[src/rtl/lcd_hd44780_responder.sv]
// lcd_hd44780_responder: device-side model of an HD44780-style character LCD
// on the 4-bit write bus. Synchronizes the bus into clk, pairs nibbles,
// decodes commands, holds a 2x16 DDRAM plus cursor/mode flags.
// Optional feature macro: LCD_RESP_BUSY_EN (busy timer and overrun check).
//
// Strobe semantics: cmd_valid / data_valid are single-cycle strobes with no
// back-pressure (no ready); byte_out is meaningful only while one is high,
// and err is an independent single-cycle strobe.
module lcd_hd44780_responder #(
  parameter int CLEAR_CYCLES = 152000,
  parameter int CMD_CYCLES   = 3700
) (
  input  logic       clk,
  input  logic       rst,
  input  logic [3:0] lcd_data,
  input  logic       lcd_rs,
  input  logic       lcd_rw,
  input  logic       lcd_en,
  input  logic [4:0] rd_addr,
  output logic [7:0] rd_char,
  output logic       cmd_valid,
  output logic       data_valid,
  output logic [7:0] byte_out,
  output logic [4:0] cursor,
  output logic       four_bit,
  output logic       two_line,
  output logic       disp_on,
  output logic       cursor_on,
  output logic       blink_on,
  output logic       busy,
  output logic       err
);

  typedef enum logic {ST_IDLE, ST_SWEEP} sweep_state_t;

  sweep_state_t state_q, state_d;
  logic [4:0]   sweep_idx;
  logic         sweep_done;

  // bus sample layout: [6]=en [5]=rs [4]=rw [3:0]=data
  logic [6:0] sync1, sync2;
  logic       en_prev, fall;

  logic       cap_valid, cap_rs, cap_rw;
  logic [3:0] cap_data;

  logic       phase, hi_rs, inc_mode;
  logic [3:0] hi_nib;

  logic       byte_done, pair_err, rw_err, fn8_switch;
  logic [7:0] asm_byte;
  logic       asm_rs;
  logic       exec, drop_err, clear_cmd, addr_err, overrun, pulse_go;

  logic [7:0] ddram [32];

  // two-flop synchronizer shared by all bus lines, plus enable history
  always_ff @(posedge clk) begin
    if (rst) begin
      sync1   <= '0;
      sync2   <= '0;
      en_prev <= 1'b0;
    end else begin
      sync1   <= {lcd_en, lcd_rs, lcd_rw, lcd_data};
      sync2   <= sync1;
      en_prev <= sync2[6];
    end
  end

  assign fall = en_prev & ~sync2[6];

  // latch the synchronized bus on the enable falling edge
  always_ff @(posedge clk) begin
    if (rst) begin
      cap_valid <= 1'b0;
      cap_rs    <= 1'b0;
      cap_rw    <= 1'b0;
      cap_data  <= 4'h0;
    end else begin
      cap_valid <= fall;
      cap_rs    <= sync2[5];
      cap_rw    <= sync2[4];
      cap_data  <= sync2[3:0];
    end
  end

  // assemble a byte from the capture and classify it
  always_comb begin
    byte_done  = 1'b0;
    pair_err   = 1'b0;
    rw_err     = 1'b0;
    fn8_switch = 1'b0;
    asm_byte   = 8'h00;
    asm_rs     = 1'b0;
    if (cap_valid) begin
      if (cap_rw) begin
        rw_err = 1'b1;
      end else if (!four_bit) begin
        // 8-bit function sets (0x30 keep, 0x20 switch) never reach decode
        if (!cap_rs && (cap_data == 4'h3 || cap_data == 4'h2)) begin
          fn8_switch = (cap_data == 4'h2);
        end else begin
          byte_done = 1'b1;
          asm_byte  = {cap_data, 4'h0};
          asm_rs    = cap_rs;
        end
      end else if (phase) begin
        if (cap_rs == hi_rs) begin
          byte_done = 1'b1;
          asm_byte  = {hi_nib, cap_data};
          asm_rs    = cap_rs;
        end else begin
          pair_err = 1'b1;
        end
      end
    end
    exec      = byte_done && (state_q == ST_IDLE);
    drop_err  = byte_done && (state_q == ST_SWEEP);
    clear_cmd = exec && !asm_rs && (asm_byte == 8'h01);
    addr_err  = exec && !asm_rs && asm_byte[7] && (asm_byte[5:4] != 2'b00);
    overrun   = exec && busy;
    pulse_go  = exec && !addr_err;
  end

  // clear-sweep state register
  always_ff @(posedge clk) begin
    if (rst) begin
      state_q   <= ST_IDLE;
      sweep_idx <= 5'd0;
    end else begin
      state_q   <= state_d;
      sweep_idx <= (state_q == ST_SWEEP) ? sweep_idx + 5'd1 : 5'd0;
    end
  end

  // clear-sweep next state: 32 cycles, one DDRAM entry per cycle
  always_comb begin
    state_d = state_q;
    case (state_q)
      ST_IDLE:  if (clear_cmd) state_d = ST_SWEEP;
      ST_SWEEP: if (sweep_idx == 5'd31) state_d = ST_IDLE;
      default:  state_d = ST_IDLE;
    endcase
  end

  assign sweep_done = (state_q == ST_SWEEP) && (sweep_idx == 5'd31);

  // nibble pairing, command execution, cursor and flag updates
  always_ff @(posedge clk) begin
    if (rst) begin
      cmd_valid  <= 1'b0;
      data_valid <= 1'b0;
      byte_out   <= 8'h00;
      err        <= 1'b0;
      cursor     <= 5'd0;
      four_bit   <= 1'b0;
      two_line   <= 1'b0;
      disp_on    <= 1'b0;
      cursor_on  <= 1'b0;
      blink_on   <= 1'b0;
      inc_mode   <= 1'b1;
      phase      <= 1'b0;
      hi_rs      <= 1'b0;
      hi_nib     <= 4'h0;
    end else begin
      cmd_valid  <= 1'b0;
      data_valid <= 1'b0;
      err        <= rw_err | pair_err | drop_err | addr_err | overrun;
      if (cap_valid && !cap_rw && four_bit) begin
        if (!phase) begin
          hi_nib <= cap_data;
          hi_rs  <= cap_rs;
          phase  <= 1'b1;
        end else begin
          phase  <= 1'b0;
        end
      end
      if (fn8_switch) begin
        four_bit <= 1'b1;
        phase    <= 1'b0;
      end
      if (sweep_done) begin
        cursor   <= 5'd0;
        inc_mode <= 1'b1;
      end
      if (exec) begin
        if (asm_rs) begin
          data_valid <= 1'b1;
          byte_out   <= asm_byte;
          cursor     <= inc_mode ? cursor + 5'd1 : cursor - 5'd1;
        end else if (!addr_err) begin
          cmd_valid <= 1'b1;
          byte_out  <= asm_byte;
          if (asm_byte[7]) begin
            cursor <= {asm_byte[6], asm_byte[3:0]};
          end else if (asm_byte[5]) begin
            two_line <= asm_byte[3];
          end else if (asm_byte[4]) begin
            // display/cursor shift is not modelled
          end else if (asm_byte[3]) begin
            disp_on   <= asm_byte[2];
            cursor_on <= asm_byte[1];
            blink_on  <= asm_byte[0];
          end else if (asm_byte[2]) begin
            inc_mode <= asm_byte[1];
          end else if (asm_byte[1]) begin
            cursor <= 5'd0;
          end
          // 0x01 starts the sweep via clear_cmd; 0x00 is a no-op
        end
      end
    end
  end

  // DDRAM write port: sweep fill or data write (never both at once)
  always_ff @(posedge clk) begin
    if (!rst) begin
      if (state_q == ST_SWEEP) begin
        ddram[sweep_idx] <= 8'h20;
      end else if (exec && asm_rs) begin
        ddram[cursor] <= asm_byte;
      end
    end
  end

  // registered read port for the shadow display
  always_ff @(posedge clk) begin
    if (rst) rd_char <= 8'h20;
    else     rd_char <= ddram[rd_addr];
  end

`ifdef LCD_RESP_BUSY_EN
  localparam int BW = $clog2(CLEAR_CYCLES + 1);
  logic [BW-1:0] busy_cnt;

  // busy timer reloaded by every decoded command or data write
  always_ff @(posedge clk) begin
    if (rst) begin
      busy_cnt <= '0;
    end else if (pulse_go) begin
      busy_cnt <= clear_cmd ? BW'(CLEAR_CYCLES) : BW'(CMD_CYCLES);
    end else if (busy_cnt != '0) begin
      busy_cnt <= busy_cnt - BW'(1);
    end
  end

  assign busy = (busy_cnt != '0);
`else
  // busy is never modelled here; the timing parameters only matter when it is
  assign busy = (CLEAR_CYCLES < 0) || (CMD_CYCLES < 0);
`endif

endmodule

[config.mk]
export PLATFORM = sky130hd
export DESIGN_NAME = lcd_hd44780_responder
export DESIGN_NICKNAME = d
export VERILOG_FILES = /design/src/rtl/lcd_hd44780_responder.sv
export SDC_FILE = /design/constraint.sdc
export NUM_CORES = 1
export LEC_CHECK = 0
export BUFFER_PORTS_ARGS = -buffer_cell sky130_fd_sc_hd__buf_2
export CORE_MARGIN = 5
export CORE_UTILIZATION = 39
export CTS_CLUSTER_DIAMETER = 80
export DETAILED_ROUTE_END_ITERATION = 16
export SYNTH_ARGS = -nofsm -noshare
export SYNTH_HDL_FRONTEND = slang
export SYNTH_SLANG_ARGS = --single-unit
[constraint.sdc]
create_clock -name clk -period 3.4 [get_ports clk]
set_input_delay 0.17 -clock clk [delete_from_list [all_inputs] [get_ports clk]]
set_output_delay 0.17 -clock clk [all_outputs]
set_load 0.01 [all_outputs]
* Word level (Yosys, flattened, before mapping)
Memories as Yosys holds them, arrays and structs flattened. A register that Yosys moved wholly into a read port is not among the register bits.
Index checks and enable logic that the tools add are counted.
** Word-level totals
- Memories kept :: 1
- Output and inout port bits :: 30
- Bits of input ports :: 14
- Bits in registers :: 56
- Logic and storage cells :: 138
- Bits in writable memories :: 256
** Operators by class
- Add/sub/neg operators :: 3
- Reductions and logical operators :: 25
- Bitwise operators :: 13
- Mux-type cells :: 67
- Eq/ne operators :: 6
** Memory list
- ddram :: depth 32, width 8, rd ports 1, clocked after memory_dff 1, wr ports 1, RTL line 55 : logic [7:0] ddram [32];
** Operators by type and width (number)
- 2-to-1 mux 8 bit :: 9
- 2-to-1 mux 5 bit :: 12
- 2-to-1 mux 1 bit :: 45
- logical AND 1 bit :: 11
- adder 5 x 1 -> 5 bit (second input constant) :: 2
- inverter 1 bit :: 9
- equality test 4 x 2 -> 1 bit (second input constant) :: 2
- equality test 8 x 1 -> 1 bit (second input constant) :: 1
- OR reduction 8 bit :: 1
- AND reduction 7 bit :: 1
- OR reduction 2 bit :: 3
- equality test 5 bit (second input constant) :: 1
- AND reduction 5 bit :: 1
- subtractor 5 x 1 -> 5 bit (second input constant) :: 1
- AND reduction 2 bit :: 2
- logical NOT 1 bit :: 3
- bitwise OR 1 bit :: 3
- OR reduction 3 bit :: 1
- inequality test 2 bit (second input constant) :: 1
- one-hot mux 1 bit (2 select lines) :: 1
- nonzero test 2 bit :: 1
- AND 1 bit :: 1
- equality test 1 bit :: 1
- logical OR 1 bit :: 1

* Longest topological paths before layout
- Depth after elaboration :: 16
- Depth in mapped cells :: 9
- Mapped depth without buffers :: 8

* Least setup slack after synthesis
Ideal clock, no wire load.
- Path kind :: reg2reg
- From :: register cap_rs
- To :: memory ddram[0][4] (data pin)
- Required time :: 2955 ps
- Arrival time :: 2767 ps
- Cell stages (with the launch flop) :: 7
- Path buffers :: 1
- Period minus slack after synthesis :: 3212 ps
- Setup time :: 445 ps
- Path slack :: 188 ps
- Cells stage by stage :: dfxtp_1 ha_1 nand2b_2 a21oi_4 nand4_2 buf_2 nor3_1
** On the way
- Longest elaborated chain between the ends :: 14
- Elaborated cells on any way between the ends :: 29
- Those cells by class :: 1 x eq/ne; 23 x mux; 5 x reduce/logical
** Ends and longest elaborated chain
- from (decl) :: RTL line 44 : logic cap_valid, cap_rs, cap_rw;
- from (signal assigned) :: RTL line 81 : cap_rs <= sync2[5];
- equality test 1 bit or logical NOT 1 bit (tied branches) :: RTL line 108, 100
- 2-to-1 mux 1 bit or logical AND 1 bit (tied branches) :: RTL line 108, 100
- 2-to-1 mux 1 bit, on equally long branches :: RTL line 107, 100
- 2-to-1 mux 1 bit :: RTL line 98 : end else if (!four_bit) begin
- 2-to-1 mux 1 bit :: RTL line 96 : if (cap_rw) begin
- 2-to-1 mux 1 bit :: RTL line 95 : if (cap_valid) begin
- logical AND 1 bit :: RTL line 117 : exec = byte_done && (state_q == ST_IDLE);
- logical AND 1 bit :: RTL line 220 : end else if (exec && asm_rs) begin
- 2-to-1 mux 1 bit :: RTL line 220
- 2-to-1 mux 1 bit :: RTL line 218 : if (state_q == ST_SWEEP) begin
- 2-to-1 mux 1 bit :: RTL line 217 : if (!rst) begin
- 2-to-1 mux 1 bit (not written as such) :: RTL line 221 : ddram[cursor] <= asm_byte;
- OR reduction 8 bit (no line)
- 2-to-1 mux 8 bit (no line) (*)
- to (decl) :: RTL line 55
Every way passes the cells marked *; elsewhere a longest branch is shown, timed or not.

* Worst setup path in the final report
- From :: register cap_rs
- To :: memory ddram[8][7], enable pin
** On the way
- Longest elaborated chain between the ends :: 14
- Elaborated cells on any way between the ends :: 24
- Those cells by class :: 1 x eq/ne; 18 x mux; 5 x reduce/logical
** Ends and longest elaborated chain (RTL line)
- equality test 1 bit or logical NOT 1 bit (tied branches) :: 108, 100
- 2-to-1 mux 1 bit or logical AND 1 bit (tied branches) :: 108, 100
- 2-to-1 mux 1 bit, on equally long branches :: 107, 100
- 2-to-1 mux 1 bit :: 98
- 2-to-1 mux 1 bit :: 96
- 2-to-1 mux 1 bit :: 95
- logical AND 1 bit :: 117
- logical AND 1 bit (*) :: 220
- 2-to-1 mux 1 bit (*) :: 220
- 2-to-1 mux 1 bit (*) :: 218
- 2-to-1 mux 1 bit (*) :: 217
- 2-to-1 mux 1 bit (not written as such) (*) :: 221
- OR reduction 8 bit (no line)
- 2-to-1 mux 5 bit (no line) or 2-to-1 mux 1 bit (tied branches)
Marked as above.

==> flow_summary.ini <==
[power]
ir_drop_v = 0.000329
power.share.clock_pct = 44.2
switching_share_pct = 19.8
p_leak_nw = 4.79
powerDensity_nw_per_um2 = 538
comb_power_share_pct = 2.5
finalPower_mw = 7.87
seqPwrFrac_pct = 53.2
p_switching_mw = 1.56
p_int_mw = 6.32

[cts]
cts_buffers = 34
cts-root-buf = clkbuf_16
cts_tree = built
clock_sink_count = 320
clock_path_buffers = 3
insertion_delay_ns = 0.51
clk_pin_slew_ns = 0.06
htree_num_levels = 2
cts_resized = 0

[global_route]
grt_max_degree = 65
use_met3_pct = 2.44
antenna_found_initial = 0
grt_use_total_pct = 14.8
met2_usage_pct = 22.8
grtUsageMet1_pct = 21.2
top_usage_layer = met2
grt-ovfl-total = 0
first_global_vias = 6644
grt_pass1_wl_um = 40700

[finish]
fin_nets = 798
num-fill-cells = 2779
seq_area_um2 = 8970
multi_input_area_um2 = 3470
layout-drive-gt1-share_pct = 28.4
final_cells = 1242
final_area_um2 = 14600
area_growth_pct = 15.8
n_antenna_cell = 0

[sta]
finalCriticalPeriod_ns = 3.06
fin_crit_sh_pct = 90.1
setup_viol = 0
tightest_slew_ns = 0.786
clock_skew_ns = 0.0282
finalHoldViolCount = 0
setup-tns-final_ns = 0
slew_headroom_pct = 47.4
rsz0062_at_grt = false
max_freq_ghz = 0.326
maxSlewViolCount = 0

[placed_design]
hpwl_um = 17200
gp_congestion = 0.886
io_buffers = 42
post-place-cells = 1175
place_area_um2 = 13500

[setup_path]
crit_chain = ha_1 > nand2b_2 > a21oi_4 > nand4_2 > buf_4 > nor4b_1 > a41oi_2 > nor2_1
crit_path_end_kind = flop
criticalPathCategory = flop to flop
critPathBufInv = 1
slowest_delay_ns = 0.64
critPathLaunchType = flop
worstPathArrival_ns = 3.17
cp_slowest_cell = nor2_1
cp_top_family = simple AND/OR/NAND/NOR gates
worstPathRequired_ns = 3.51
worstPathMaxFanout = 15

[floorplan]
initial_core_util_pct = 39.1
ios = 44
die_w_um = 190
core_um2 = 32300
die_y_um = 190
die-area_um2 = 36100
num_rows = 66

[routing]
via_per_inst = 5.18
drt_iter0_drc = 494
wirelength_um = 26500
wire_per_inst_um = 21.3
first_pass_iters = 5
ant_nets = 0
vias = 6428
drc_errors = 0

[yosys]
synth_top_area_cell = edfxtp_1
ys_warn_count = 0
ys_ff_latch = 320
synth-edff-count = 256
syn_area_um2 = 12600
ys_top_cells_by_count = 256 x edfxtp_1, 80 x nor2_1, 79 x mux4_2, 64 x dfxtp_1, 25 x nor2b_1
ys_top_cells_by_area = edfxtp_1 61%, mux4_2 14%, dfxtp_1 10%, nor2_1 2.4%, mux2i_1 1.4%
syn_avg_cell_area_um2 = 18.2
seq_area_frac_synth_pct = 71.0
ys_types = 61
ys.flop_type = edfxtp_1
yosysMostFrequentCell = edfxtp_1
syn_nets = 716
ys_async_sr_fraction_pct = 0
netlist_instances = 695
synth_top_area_share_pct = 60.8

[min_path]
hold_class = input pin to flop

[run]
max-cap-violations = 0

[run_status]
outcome = finished clean
through the flow:
step                setup WS, ns  hold slack [ns]  utilization [%]
floorplan                  0.188            0.288                -
global placement           0.431            0.384             41.8
detailed placement         0.315            0.385             41.8
CTS                        0.289            0.133             45.3
global route               0.150            0.154             45.3
finish                     0.337            0.144             45.3
tightest hold or removal path, stage by stage:
cell and delay, ns:
buf_2 0.11, a211oi_1 0.06, nand4_2 0.11, inv_2 0.12
registers in the layout (all words and copies together) (netlist names), 4 cells and up:
register	count
sync2	7
sync1	7
cursor	5
hi_nib	4
ddram	256
sweep_idx	5
rd_char	8
byte_out	8
cap_data	4
worst paths after layout:
path | start | to | slack, ns | cells past startpoint
min reg2reg | sync2[6] | cap_valid | 0.41 | 1
min | rst | data_valid | 0.14 | 4
max reg2reg | cap_rs | ddram[8][7] | 0.34 | 8
max | cap_rs | ddram[8][7] | 0.34 | 8
power groups by stage:
stage                     Combinational (mW)  Clock [mW]  Sequential [mW]
after global placement                 0.198           0             4.27
after detailed placement               0.198           0             4.28
final                                  0.200        3.48             4.19
after floorplan                        0.139           0             4.28
after CTS                              0.205        3.57             4.19
after global routing                   0.217        3.70             4.19
area by class of cell:
cell class	instances	share of cell area, %
Sequential cell	320	61.3
Multi-Input combinational cell	331	23.7
Clock buffer	45	6.20
Timing Repair Buffer	83	3.87
Tap cell	442	3.78
Clock inverter	14	0.907
Inverter	7	0.180
logic make-up (layout without fill, tap and decap cells):
group | Yosys count | after routing | share of synthesized area (%)
simple gates | 170 | 170 | 6.98
compound gates | 49 | 49 | 3.51
xor+xnor | 6 | 6 | 0.416
flops | 320 | 320 | 71.0
buf+inv | 44 | 149 | 1.74
fa+ha+maj | 7 | 7 | 0.753
other cells | 1 | 1 | 0.0297
mux | 98 | 98 | 15.6
layout by cell type, fill, tap and decap left out, types with 3 or more instances in the layout:
master	Yosys	final
nor3_1	12	11
edfxtp_1	256	256
xnor2_1	4	4
nor2b_1	25	25
mux4_2	79	79
clkbuf_1	17	8
a22o_1	8	8
dlygate4sd3_1	0	8
buf_2	4	41
dfxtp_1	64	64
buf_4	9	32
a21o_1	4	4
clkinv_1	0	6
inv_1	6	6
nand2_1	11	11
nor2_2	1	6
and2_1	8	8
nor2_1	80	75
ha_1	6	6
a221o_1	5	5
clkbuf_16	0	34
nand3_1	5	5
and3_1	3	3
mux2i_1	18	18
a211oi_1	4	4
nor4b_1	4	4
o21ai_0	4	3
a21oi_1	7	7
per-layer routing:
metal	share of wire [%]	vias up
li1	-	2916
met1	46	3284
met2	46	173
met3	4.9	55
met4	3.3	0
met5	0	-
repair_timing:
action                    in CTS  in global routing
hold buffers                   8                  0
buffers inserted               0                  0
hold endpoints to repair       8                  0
(Power assumes the default switching activity.)
